`src/rtl/quad_step_decoder.sv`:
```
// ----------------------------------------------------------------------------
// quad_step_decoder
//
// Front end for the 4-bit up/down counter. Turns a 2-phase quadrature encoder
// (asynchronous to clk_i) into a one-cycle step pulse plus a direction level.
// Illegal double-edge transitions are never turned into steps. They set a
// sticky flag and increment a saturating counter.
//
// Optional feature macro: GLITCH_FILTER_EN
//   defined   : per-phase glitch filter after the synchronizer. A filtered bit
//               changes only after FILT_LEN consecutive identical samples.
//   undefined : the decoded pair comes straight from the last sync flop.
//
// Parameters
//   SYNC_STAGES  synchronizer flops per input (>= 2)
//   FILT_LEN     consecutive equal samples needed by the filter (>= 2)
//   ERR_W        width of err_cnt_o
//
// Ports
//   clk_i      in   1      clock, all state on posedge
//   rst_ni     in   1      asynchronous active-low reset
//   enc_a_i    in   1      encoder phase A (asynchronous)
//   enc_b_i    in   1      encoder phase B (asynchronous)
//   clr_err_i  in   1      synchronous clear of err_o / err_cnt_o
//   step_o     out  1      one-cycle pulse per legal quadrature transition
//   up_down_o  out  1      direction of the most recent legal step (1 = up)
//   err_o      out  1      sticky: an illegal transition has been seen
//   err_cnt_o  out  ERR_W  count of illegal transitions, saturating
// ----------------------------------------------------------------------------
module quad_step_decoder #(
    parameter int SYNC_STAGES = 2,
    parameter int FILT_LEN    = 4,
    parameter int ERR_W       = 8
) (
    input  logic             clk_i,
    input  logic             rst_ni,
    input  logic             enc_a_i,
    input  logic             enc_b_i,
    input  logic             clr_err_i,
    output logic             step_o,
    output logic             up_down_o,
    output logic             err_o,
    output logic [ERR_W-1:0] err_cnt_o
);

`ifdef GLITCH_FILTER_EN
    localparam bit FILT_EN = 1'b1;
`else
    localparam bit FILT_EN = 1'b0;
`endif

    // INIT lasts long enough to flush the reset value out of the input path.
    localparam int INIT_CYCLES = SYNC_STAGES + (FILT_EN ? FILT_LEN : 0);
    localparam int ICW         = $clog2(INIT_CYCLES + 1);

    typedef enum logic {
        INIT,
        TRACK
    } state_t;

    logic [SYNC_STAGES-1:0] syncA_q, syncB_q;
    logic [1:0]             rawPair;
    logic [1:0]             samplePair;

    always_ff @(posedge clk_i or negedge rst_ni) begin
        if (!rst_ni) begin
            syncA_q <= '0;
            syncB_q <= '0;
        end else begin
            syncA_q <= {syncA_q[SYNC_STAGES-2:0], enc_a_i};
            syncB_q <= {syncB_q[SYNC_STAGES-2:0], enc_b_i};
        end
    end

    assign rawPair = {syncA_q[SYNC_STAGES-1], syncB_q[SYNC_STAGES-1]};

`ifdef GLITCH_FILTER_EN
    localparam int FCW = $clog2(FILT_LEN);

    logic [1:0]     filt_q;
    logic [FCW-1:0] filtCnt_q [2];

    // The counter tracks how many samples in a row have differed from the
    // filtered value. The filtered value flips on the FILT_LEN-th such sample.
    always_ff @(posedge clk_i or negedge rst_ni) begin
        if (!rst_ni) begin
            filt_q       <= '0;
            filtCnt_q[0] <= '0;
            filtCnt_q[1] <= '0;
        end else begin
            for (int i = 0; i < 2; i++) begin
                if (rawPair[i] != filt_q[i]) begin
                    if (filtCnt_q[i] == FCW'(FILT_LEN - 1)) begin
                        filt_q[i]    <= rawPair[i];
                        filtCnt_q[i] <= '0;
                    end else begin
                        filtCnt_q[i] <= filtCnt_q[i] + FCW'(1);
                    end
                end else begin
                    filtCnt_q[i] <= '0;
                end
            end
        end
    end

    assign samplePair = filt_q;
`else
    assign samplePair = rawPair;
`endif

    state_t           state_q;
    logic [ICW-1:0]   initCnt_q;
    logic [1:0]       prev_q;
    logic             step_q, upDown_q, err_q;
    logic [ERR_W-1:0] errCnt_q;

    logic [1:0]       posNow, posPrev, posDelta;
    logic             isFwd, isBwd, isDbl;
    logic             err_d;
    logic [ERR_W-1:0] errCnt_d;

    // Map Gray code to a linear position (00,01,11,10 -> 0,1,2,3). The modulo-4
    // difference is then +1 forward, -1 backward, 2 for a double edge.
    always_comb begin
        posNow   = {samplePair[1], samplePair[1] ^ samplePair[0]};
        posPrev  = {prev_q[1], prev_q[1] ^ prev_q[0]};
        posDelta = posNow - posPrev;
        isFwd    = (posDelta == 2'd1);
        isBwd    = (posDelta == 2'd3);
        isDbl    = (posDelta == 2'd2);
    end

    // A new illegal event overrides a clear issued in the same cycle, so the
    // count restarts at 1 instead of being lost.
    always_comb begin
        err_d    = err_q;
        errCnt_d = errCnt_q;
        if (clr_err_i) begin
            err_d    = 1'b0;
            errCnt_d = '0;
        end
        if (state_q == TRACK && isDbl) begin
            err_d = 1'b1;
            if (clr_err_i) begin
                errCnt_d = ERR_W'(1);
            end else if (errCnt_q != '1) begin
                errCnt_d = errCnt_q + ERR_W'(1);
            end
        end
    end

    // INIT never issues step or err. On expiry it adopts the current input
    // position as the reference so that the reset value cannot produce a step.
    always_ff @(posedge clk_i or negedge rst_ni) begin
        if (!rst_ni) begin
            state_q   <= INIT;
            initCnt_q <= ICW'(INIT_CYCLES);
            prev_q    <= 2'b00;
            step_q    <= 1'b0;
            upDown_q  <= 1'b1;
            err_q     <= 1'b0;
            errCnt_q  <= '0;
        end else begin
            step_q   <= 1'b0;
            err_q    <= err_d;
            errCnt_q <= errCnt_d;
            case (state_q)
                INIT: begin
                    if (initCnt_q == '0) begin
                        prev_q  <= samplePair;
                        state_q <= TRACK;
                    end else begin
                        initCnt_q <= initCnt_q - ICW'(1);
                    end
                end
                TRACK: begin
                    if (isFwd) begin
                        step_q   <= 1'b1;
                        upDown_q <= 1'b1;
                        prev_q   <= samplePair;
                    end else if (isBwd) begin
                        step_q   <= 1'b1;
                        upDown_q <= 1'b0;
                        prev_q   <= samplePair;
                    end else if (isDbl) begin
                        prev_q <= samplePair;
                    end
                end
                default: state_q <= INIT;
            endcase
        end
    end

    assign step_o    = step_q;
    assign up_down_o = upDown_q;
    assign err_o     = err_q;
    assign err_cnt_o = errCnt_q;

endmodule
```
`config.mk`:
```
export PLATFORM = sky130hd
export DESIGN_NAME = quad_step_decoder
export DESIGN_NICKNAME = d
export VERILOG_FILES = /design/src/rtl/quad_step_decoder.sv
export SDC_FILE = /design/constraint.sdc
export NUM_CORES = 1
export LEC_CHECK = 0
export CAP_MARGIN = 5
export CORE_MARGIN = 1
export CORE_UTILIZATION = 50
export DETAILED_ROUTE_END_ITERATION = 7
export PLACE_DENSITY = 0.79
export RECOVER_POWER = 100
export SETUP_SLACK_MARGIN = 0.15
export SYNTH_ARGS = -nofsm -noshare
export SYNTH_HDL_FRONTEND = slang
export SYNTH_SLANG_ARGS = --single-unit
```
`constraint.sdc`:
```
create_clock -name clk_i -period 2.2 [get_ports clk_i]
set_input_delay 0.44 -clock clk_i [delete_from_list [all_inputs] [get_ports clk_i]]
set_output_delay 0.44 -clock clk_i [all_outputs]
set_load 0.005 [all_outputs]
```
==> out/qor.yml <==
grt_util_all_layers: 0.190
cts_made_buffers: 3
start_util: 0.541
critPathMaxStageDelay_ns: 0.50
ys_ff_latch: 20
insertion_delay_ns: 0.30
dpl_cell_area_sq_um: 1110
root_buffer: "clkbuf_4"
period_needed_ns: 2.00
yosysTopAreaCellShare: 0.477
wl_per_cell_um: 14.1
grt_antenna_before_repair: 0
ys_seq_area_frac: 0.532
instances_no_fill: 131
firstDrtPassIters: 4
hold_class: "reg2reg"
totalWireLength_um: 1850
power_density_nw_per_um2: 979
synth_area_per_cell_sq_um: 10.6
postCtsSetupBuffers: 0
hold_violations: 0
slew_headroom: 0.315
finalSetupTns_ns: 0
drc_errors: 0
n_fill_cell: 146
syn_inst: 89
area_growth_pct: 21.1
overflow: 0
gp_congestion: 0.919
core_sq_um: 1750
nets: 115
slew_viol_final: 0
die_x_um: 45.5
portBuffers: 15
cp.arrival_ns: 2.23
rows: 15
utilization: 0.655
fin_skew_ns: 0.00599
ys_warn_count: 0
first_iter_violations: 30
place_inst: 127
syn-num-nets: 97
ctsResizeCount: 0
yosys.area.top_type: "dfrtp_1"
path_clk_slew_ns: 0.11
stdcell_area_sq_um: 1140
ir_drop_mv: 0.601
cts_buffer_depth: 2
cp_cell_sequence: "xnor2_1 -> ha_1 -> xor3_1 -> nand3_4 -> or4_1 -> a21oi_1"
die_y_um: 45.5
cts_sinks: 20
grt_max_degree: 21
crit_type: "reg2reg"
antenna_left: 0
crit_fanout: 11
path_delay_family: "simple AND/OR/NAND/NOR gates"
period_share: 0.910
cap_violations: 0
ios: 16
setup_violations: 0
cpMaxStageDelayCell: "or4_1"
grt_pass1_vias: 646
grt_pass1_wl_um: 2760
max_freq_mhz: 500
hpwlAfterDp_um: 1350
num_vias: 744
cp_data_required_time_ns: 2.43
rsz0062_at_grt: "false"
cts_tree: "done"
crit_buf_inv: 0
synth_area_leaders: "dfrtp_1, dfstp_2, ha_1"
holdWs_ns: 0.362
ys_types: 31
ctsHtreeMaxLevel: 1
outcome: "complete, no violations"
worst_pin_slew_ns: 1.03
dieArea_sq_um: 2070
worstSetupEndpointType: "register"
routed_via_density: 5.68
drive_above_1_share: 0.0755
p_leak_nw: 0.473
cts_hold_buf: 0
syn-cell-area_sq_um: 945
diodes: 0
critPathLaunchType: "register"
-- metal layers --
layer / part of all wire / GRT usage / vias to the layer above
met1: 0.46 / 0.258 / 351
met4: 0.016 / 0.0788 / 0
met5: 0 / 0 / -
met3: 0.046 / 0.0238 / 4
met2: 0.48 / 0.306 / 30
li1: - / - / 359
-- final cells by class --
type                       count  area, sq um  area share
tap                           25         31.3      0.0274
clock buffer                   4         26.3      0.0230
inverter                       4         15.0      0.0131
timing repair buffer          16          154       0.135
multi-input combinational     62          414       0.362
sequential                    20          503       0.440
-- power breakdown --
group          internal [mW]  switching (mW)
Combinational          0.212           0.238
Sequential             0.441          0.0478
Clock                 0.0705           0.110
-- synth_stat cells --
| cell | instances |
|---|---|
| buf_6 | 1 |
| o311ai_0 | 1 |
| or3_1 | 1 |
| nor4_1 | 1 |
| xor2_1 | 1 |
| nand2_1 | 9 |
| inv_1 | 4 |
| xnor2_1 | 2 |
| a21oi_1 | 5 |
| nand3_2 | 1 |
| dfrtp_1 | 18 |
| a31oi_1 | 2 |
| a41oi_1 | 2 |
| nor3_1 | 6 |
| ha_1 | 3 |
| nor2b_1 | 2 |
| nor2_1 | 4 |
| and3_1 | 1 |
| clkbuf_1 | 2 |
| xor3_2 | 1 |
| nand3b_1 | 1 |
| and4_1 | 1 |
| mux2_2 | 2 |
| dfstp_2 | 2 |
| or4_1 | 1 |
| nand4_1 | 2 |
| o21ai_0 | 6 |
| a21o_1 | 1 |
| nand3_1 | 3 |
| o41ai_1 | 1 |
| o31ai_1 | 2 |
-- sequential cells by signal, indices dropped and copies added (netlist names) --
register and count:
err_cnt_o 8, initCnt_q 2, prev_q 2, syncA_q 2, syncB_q 2, err_o 1, state_q 1, step_o 1
up_down_o 1
-- path summary, 6_finish.rpt --
kind,endpoint,depth (start not counted),slack (ns),startpoint
hold / removal,syncA_q[1]$_DFF_PN0_,0,0.36,syncA_q[0]$_DFF_PN0_
min in group asynchronous,step_o$_DFF_PN0_,2,0.82,rst_ni
hold reg to reg,syncA_q[1]$_DFF_PN0_,0,0.36,syncA_q[0]$_DFF_PN0_
max in group asynchronous,syncA_q[1]$_DFF_PN0_,2,0.76,rst_ni
setup / recovery,err_cnt_o[5]$_DFF_PN0_,6,0.20,syncA_q[1]$_DFF_PN0_
setup reg to reg,err_cnt_o[5]$_DFF_PN0_,6,0.20,syncA_q[1]$_DFF_PN0_
-- cell families (layout without fill, tap and decap cells) --
kind of cell | after synthesis | in the layout | synth area share
fa+ha+maj | 3 | 3 | 0.0397
simple gates | 33 | 33 | 0.181
mux | 2 | 2 | 0.0238
xor+xnor | 4 | 4 | 0.0543
compound gates | 20 | 20 | 0.132
flops | 20 | 20 | 0.532
buf+inv | 7 | 24 | 0.0358
-- through the flow --
step,setup WS (ns),power (mW)
5_1_grt,0.0929,1.18
4_1_cts,0.218,1.12
2_1_floorplan,0.473,0.809
3_3_place_gp,0.332,0.923
3_5_place_dp,0.235,0.944
6_report,0.199,1.12
-- cell usage in the layout (no fill, tap or decap), types with 3 or more instances in the layout --
cell,n
a21oi_1,5
clkbuf_4,3
dfrtp_1,18
dlygate4sd3_1,14
ha_1,3
inv_1,4
nand2_1,9
nand3_1,3
nor2_1,4
nor3_1,6
o21ai_0,6
No activity file was read; power rests on OpenSTA's default activity.
